===== config.mk =====
export PLATFORM = sky130hd
export DESIGN_NAME = alu_core
export DESIGN_NICKNAME = d
export VERILOG_FILES = /design/src/rtl/alu_core_pkg.sv /design/src/rtl/alu_mul16.sv /design/src/rtl/alu_core.sv
export SDC_FILE = /design/constraint.sdc
export NUM_CORES = 1
export LEC_CHECK = 0
export BUFFER_PORTS_ARGS = -buffer_cell sky130_fd_sc_hd__buf_2
export CORE_AREA = 2 2 158 160
export CTS_BUF_LIST = sky130_fd_sc_hd__clkbuf_4
export CTS_CLUSTER_SIZE = 24
export DETAILED_ROUTE_END_ITERATION = 16
export DIE_AREA = 0 0 160 162
export MAX_ROUTING_LAYER = met4
export PLACE_DENSITY = 0.66
export SETUP_SLACK_MARGIN = 0.3
export SLEW_MARGIN = 10
export SYNTH_ARGS = -nofsm -noshare
export SYNTH_HDL_FRONTEND = slang
export SYNTH_SLANG_ARGS = --single-unit

===== constraint.sdc =====
create_clock -name clk -period 4.3 [get_ports clk]
set_clock_uncertainty 0.05 [all_clocks]
set_input_delay 0.43 -clock clk [delete_from_list [all_inputs] [get_ports clk]]
set_output_delay 0.43 -clock clk [all_outputs]
set_load 0.01 [all_outputs]

===== src/rtl/alu_core_pkg.sv =====
// -----------------------------------------------------------------------------
// alu_core_pkg
// Shared definitions for the accumulator-datapath ALU stage: operation codes
// (also used by the control unit and instruction decoder), FSM state encoding
// and the multiply iteration count.
// -----------------------------------------------------------------------------
package alu_core_pkg;

    typedef enum logic [2:0] {
        ALU_ADD = 3'd0,
        ALU_SUB = 3'd1,
        ALU_AND = 3'd2,
        ALU_OR  = 3'd3,
        ALU_SLT = 3'd4,
        ALU_SLL = 3'd5,
        ALU_SRL = 3'd6,
        ALU_MUL = 3'd7
    } aluop_e;

    typedef enum logic {
        ALU_S_IDLE = 1'b0,
        ALU_S_MUL  = 1'b1
    } alu_state_e;

    // One shift-add iteration per multiplier bit.
    localparam int ALU_MUL_ITERS = 16;

endpackage


===== src/rtl/alu_mul16.sv =====
// -----------------------------------------------------------------------------
// alu_mul16
// Iterative unsigned shift-add multiplier, one multiplier bit per step.
//
// Ports:
//   clk            in   clock, rising edge
//   reset          in   synchronous active-high reset
//   load_i         in   capture operands, clear product and counter
//   step_i         in   perform one shift-add iteration
//   mcand_i        in   multiplicand (zero-extended internally)
//   mplier_i       in   multiplier
//   product_next_o out  product value after the current iteration
//   last_o         out  high while the current iteration is the final one
// -----------------------------------------------------------------------------
module alu_mul16
    import alu_core_pkg::*;
#(
    parameter int WIDTH = 16
) (
    input  logic               clk,
    input  logic               reset,
    input  logic               load_i,
    input  logic               step_i,
    input  logic [WIDTH-1:0]   mcand_i,
    input  logic [WIDTH-1:0]   mplier_i,
    output logic [2*WIDTH-1:0] product_next_o,
    output logic               last_o
);

    localparam int CNT_W = $clog2(ALU_MUL_ITERS);

    logic [2*WIDTH-1:0] mcand_q;
    logic [WIDTH-1:0]   mplier_q;
    logic [2*WIDTH-1:0] prod_q;
    logic [2*WIDTH-1:0] prod_d;
    logic [CNT_W-1:0]   cnt_q;

    // Exposing the post-add value lets the core capture the final product on
    // the 16th edge itself instead of one cycle later.
    always_comb begin
        prod_d = prod_q;
        if (mplier_q[0]) begin
            prod_d = prod_q + mcand_q;
        end
    end

    assign product_next_o = prod_d;
    assign last_o         = (cnt_q == CNT_W'(ALU_MUL_ITERS - 1));

    always_ff @(posedge clk) begin
        if (reset) begin
            mcand_q  <= '0;
            mplier_q <= '0;
            prod_q   <= '0;
            cnt_q    <= '0;
        end else if (load_i) begin
            mcand_q  <= {{WIDTH{1'b0}}, mcand_i};
            mplier_q <= mplier_i;
            prod_q   <= '0;
            cnt_q    <= '0;
        end else if (step_i) begin
            prod_q   <= prod_d;
            mcand_q  <= mcand_q << 1;
            mplier_q <= mplier_q >> 1;
            cnt_q    <= cnt_q + 1'b1;
        end
    end

endmodule


===== src/rtl/alu_core.sv =====
// -----------------------------------------------------------------------------
// alu_core
// Sequential ALU stage: one operation per start request, result held in a
// register. Single-cycle ops complete on the sampling edge; MUL runs 16
// iterations in alu_mul16 while busy is high.
//
// Ports:
//   clk     in   clock, rising edge
//   reset   in   synchronous active-high reset
//   start   in   operation request, sampled only in IDLE
//   aluop   in   operation code, captured with start
//   a       in   operand A (accumulator)
//   b       in   operand B (B-operand mux)
//   result  out  registered result
//   zero    out  registered (result == 0)
//   ovf     out  overflow of the last completed operation
//   busy    out  multiply in progress
//   done    out  one-cycle pulse when result/zero/ovf update
// -----------------------------------------------------------------------------
module alu_core
    import alu_core_pkg::*;
#(
    parameter int WIDTH = 16
) (
    input  logic             clk,
    input  logic             reset,
    input  logic             start,
    input  logic [2:0]       aluop,
    input  logic [WIDTH-1:0] a,
    input  logic [WIDTH-1:0] b,
    output logic [WIDTH-1:0] result,
    output logic             zero,
    output logic             ovf,
    output logic             busy,
    output logic             done
);

    alu_state_e         state_q;
    logic [WIDTH-1:0]   result_q;
    logic               zero_q;
    logic               ovf_q;
    logic               done_q;

    logic [WIDTH-1:0]   op_res_d;
    logic               op_ovf_d;
    logic [WIDTH-1:0]   sum;
    logic [WIDTH-1:0]   diff;
    logic [2*WIDTH-1:0] prod_next;
    logic               mul_last;
    logic               mul_load;
    logic               is_mul;

    assign is_mul   = (aluop_e'(aluop) == ALU_MUL);
    assign mul_load = (state_q == ALU_S_IDLE) && start && is_mul;
    assign busy     = (state_q == ALU_S_MUL);

    alu_mul16 #(.WIDTH(WIDTH)) u_mul (
        .clk            (clk),
        .reset          (reset),
        .load_i         (mul_load),
        .step_i         (busy),
        .mcand_i        (a),
        .mplier_i       (b),
        .product_next_o (prod_next),
        .last_o         (mul_last)
    );

    assign sum  = a + b;
    assign diff = a - b;

    // NOTE: every output of this block gets a default first, so no path can
    // leave a value unassigned and infer a latch.
    always_comb begin
        op_res_d = '0;
        op_ovf_d = 1'b0;
        unique case (aluop_e'(aluop))
            ALU_ADD: begin
                op_res_d = sum;
                // Same-sign operands producing an opposite-sign sum.
                op_ovf_d = (a[WIDTH-1] == b[WIDTH-1]) && (sum[WIDTH-1] != a[WIDTH-1]);
            end
            ALU_SUB: begin
                op_res_d = diff;
                // Opposite-sign operands where the difference takes b's sign.
                op_ovf_d = (a[WIDTH-1] != b[WIDTH-1]) && (diff[WIDTH-1] != a[WIDTH-1]);
            end
            ALU_AND: op_res_d = a & b;
            ALU_OR:  op_res_d = a | b;
            ALU_SLT: op_res_d = {{(WIDTH-1){1'b0}}, ($signed(a) < $signed(b))};
            ALU_SLL: op_res_d = a << b[3:0];
            ALU_SRL: op_res_d = a >> b[3:0];
            ALU_MUL: op_res_d = '0;
            default: op_res_d = '0;
        endcase
    end

    // NOTE: sequential state uses non-blocking assignments so every register
    // samples pre-edge values regardless of statement order.
    always_ff @(posedge clk) begin
        if (reset) begin
            state_q  <= ALU_S_IDLE;
            result_q <= '0;
            zero_q   <= 1'b1;
            ovf_q    <= 1'b0;
            done_q   <= 1'b0;
        end else begin
            done_q <= 1'b0;
            unique case (state_q)
                ALU_S_IDLE: begin
                    if (start) begin
                        if (is_mul) begin
                            state_q <= ALU_S_MUL;
                        end else begin
                            result_q <= op_res_d;
                            zero_q   <= (op_res_d == '0);
                            ovf_q    <= op_ovf_d;
                            done_q   <= 1'b1;
                        end
                    end
                end
                ALU_S_MUL: begin
                    // start is ignored here; outputs hold until the last step.
                    if (mul_last) begin
                        result_q <= prod_next[WIDTH-1:0];
                        zero_q   <= (prod_next[WIDTH-1:0] == '0);
                        ovf_q    <= |prod_next[2*WIDTH-1:WIDTH];
                        done_q   <= 1'b1;
                        state_q  <= ALU_S_IDLE;
                    end
                end
                default: state_q <= ALU_S_IDLE;
            endcase
        end
    end

    assign result = result_q;
    assign zero   = zero_q;
    assign ovf    = ovf_q;
    assign done   = done_q;

endmodule


==> flow_metrics.tcl <==
set metrics [dict create \
    grt_overflow 0 \
    routed_wl_microns 34800 \
    final.setup.tns_ps 0 \
    vias 10300 \
    syn_to_final_growth_pct 6.12 \
    worst_pin_slew_ps 978 \
    initial_core_util_pct 42.5 \
    grt_pass1_vias 9372 \
    wl_per_cell_microns 20.2 \
    fin_crit_ps 3590 \
    timing_hold_violations_final 0 \
    r2r-start "u_mul.mcand_q[3]" \
    place_congestion 1.01 \
    cts_tree "done" \
    r2r_slack_ps 710 \
    final_cell_mix "nor2_1, a21oi_1, nand2_1" \
    fin_nets 1516 \
    numCtsBuffers 9 \
    fin_ws_ps 714 \
    die_h_microns 162 \
    combPwrFrac_pct 32.8 \
    cp_max_fo 5 \
    drc_errors 0 \
    grt_setup_unrepaired "false" \
    drtPass1Iterations 5 \
    fp-row-count 57 \
    async_flop_share_pct 0 \
    htreeDepth 3 \
    clock_sinks 104 \
    grt_pass1_wl_microns 54700 \
    clockRootBuffer "clkbuf_4" \
    via_per_inst 5.99 \
    dpl_worst_slack_ps 260 \
    fmax_mhz 279 \
    power_density_mw_per_mm2 214 \
    clock_latency_ps 520 \
    synth.distinct_cells 93 \
    dp_hpwl_microns 26900 \
    fin_total_pwr_mw 2.33 \
    dieArea_sq_mm 0.0259 \
    grtUsageTotal_pct 27.4 \
    min_to "u_mul.mcand_q[7]" \
    setup_viol 0 \
    status "complete, no violations" \
    cts_buffer_depth 2 \
    power.share.switching_pct 39.1 \
    post-cts-setup-buffers 0 \
    ys_ff_latch 104 \
    intPower_mw 1.42 \
    maxSlewViolCount 0 \
    grt_max_degree 94 \
    final_area_sq_mm 0.0109 \
    cts.clk_slew.worst_paths_ps 200 \
    yosysTopAreaCellShare_pct 20.3 \
    ys.flop_type "dfxtp_1" \
    path_depth 11 \
    drv_cap 0 \
    cp_top_family "compound AO/OA/AOI/OAI gates" \
    cp.arrival_ps 3960 \
    switchingPower_uw 911 \
    crit_slowest_cell "or4_1" \
    relSlewSlack_pct 34.6 \
    postCtsHoldBufs 0 \
    hp-start "reset" \
    ios 58 \
    clkPwrFrac_pct 23.4 \
    seq_area_frac_synth_pct 20.3 \
    crit_path_cell_trace "ha_1, and2_1, a41o_1, o2111ai_1, a21o_1, a21oi_1, or4_1, a31oi_1, nand4b_1, nor4_1, nor2_1" \
    final_layout_size_suffix_gt1_share_pct 11.2 \
    ir_drop_uv 141 \
    yosysWarnings 0 \
    crit_start "u_mul.mcand_q[3]" \
    synthCells 1388 \
    placed_area_sq_mm 0.0107 \
    cp-end-kind "register" \
    leakage_nw 4.56 \
    die_width_microns 160 \
    hp-class "in -> reg" \
    coreArea_sq_mm 0.0241 \
    antenna_found_initial 1 \
    yosysTopAreaCell "dfxtp_1" \
    critPathBufInv 0 \
    whs_path_depth 2 \
    max_stage_delay_ps 510 \
    port-buffer-count 57 \
    fill_cells 2558 \
    drtIter0Drc 1001 \
    synthesis.area_sq_mm 0.0102 \
    syn_avg_cell_area_sq_um 7.37 \
    synth_area_leaders "dfxtp_1, ha_1, a21oi_1" \
    r2r_cells 11 \
    post-route-period-util_pct 83.4 \
    synth_edf_count 0 \
    worstSetupPathType "reg -> reg" \
    ctsResizeCount 0 \
    holdWs_ps 314 \
    synth_fp_nets 1510 \
    r2r_end "ovf" \
    p_seq_share_pct 43.8 \
    ant_nets 0 \
    cp-start-kind "register" \
    mostFrequentLayoutCell "nor2_1" \
    required_ps 4680 \
]
[sequential cells by signal, summed over array words and instances, names as in the netlist, 4 cells and up]
register        count
u_mul.mcand_q      32
u_mul.prod_q       32
result             16
u_mul.mplier_q     16
u_mul.cnt_q         4
[power groups by stage]
stage          registers (mW)  logic [mW]  clock network [mW]
5_1_grt                  1.02       0.828               0.590
6_report                 1.02       0.765               0.544
2_1_floorplan            1.04       0.515                   0
3_3_place_gp             1.04       0.746                   0
4_1_cts                  1.02       0.752               0.564
3_5_place_dp             1.04       0.748                   0
[cells by family after synthesis]
logic type / after synthesis / share of synthesized area, %
multiplexers: 91 / 10.3
AND/OR/NAND/NOR: 487 / 21.9
adder cells (fa/ha/maj): 84 / 10.5
AO/OA/AOI/OAI: 429 / 27.0
buffers and inverters: 156 / 6.81
flip-flops: 104 / 20.3
XOR/XNOR: 37 / 3.17
[worst max path at each step]
stage | to
after global placement | zero
after detailed placement | zero
after global routing | ovf
after CTS | ovf
final | ovf
after floorplan | zero
[cells in the mapped netlist (all sizes together), types with 4 or more instances]
cell	instances
a2111oi	5
a211o	7
a211oi	29
a21boi	6
a21o	22
a21oi	160
a31oi	16
and2	5
and3	9
buf	23
clkbuf	67
dfxtp	104
ha	81
inv	64
mux2	19
mux2i	63
mux4	9
nand2	104
nand2b	9
nand3	33
nand4	11
nand4b	5
nor2	207
nor2b	17
nor3	34
nor3b	4
nor4	5
o2111ai	5
o211ai	18
o21a	7
o21ai	75
o21bai	7
o221ai	7
o22ai	13
o31ai	6
or2	13
or3	15
or4	6
xnor2	24
xor2	13
[metal layers]
layer	GRT usage, %	part of all wire, %	vias up
li1	-	-	5046
met1	37.4	46	4874
met2	42.6	45	363
met3	3.17	5.7	50
met4	8.60	2.8	0
met5	-	0	-
[per-stage QoR]
step,instances,utilization [%]
3_3_place_gp,1707,44.5
4_1_cts,1723,45.1
3_5_place_dp,1707,44.5
5_1_grt,1724,45.1
2_1_floorplan,1388,-
6_report,1724,45.1
[final cells by class]
type	instances	area (sq um)	area share, %
antenna	1	2.50	0.0230
sequential	104	2090	19.2
tap	324	405	3.73
clock inverter	6	61.3	0.564
clock buffer	10	75.1	0.691
timing repair buffer	85	520	4.79
inverter	66	248	2.28
multi-input combinational	1128	7460	68.7
[worst register-to-register path, delay by kind of cell, from the launching register on]
family	cells	cell delay, ps
and+or+nand+nor	5	1270
DFF	1	440
AOI/OAI and AO/OA	5	1420
adders and majority gates	1	310
(Power assumes the default switching activity.)
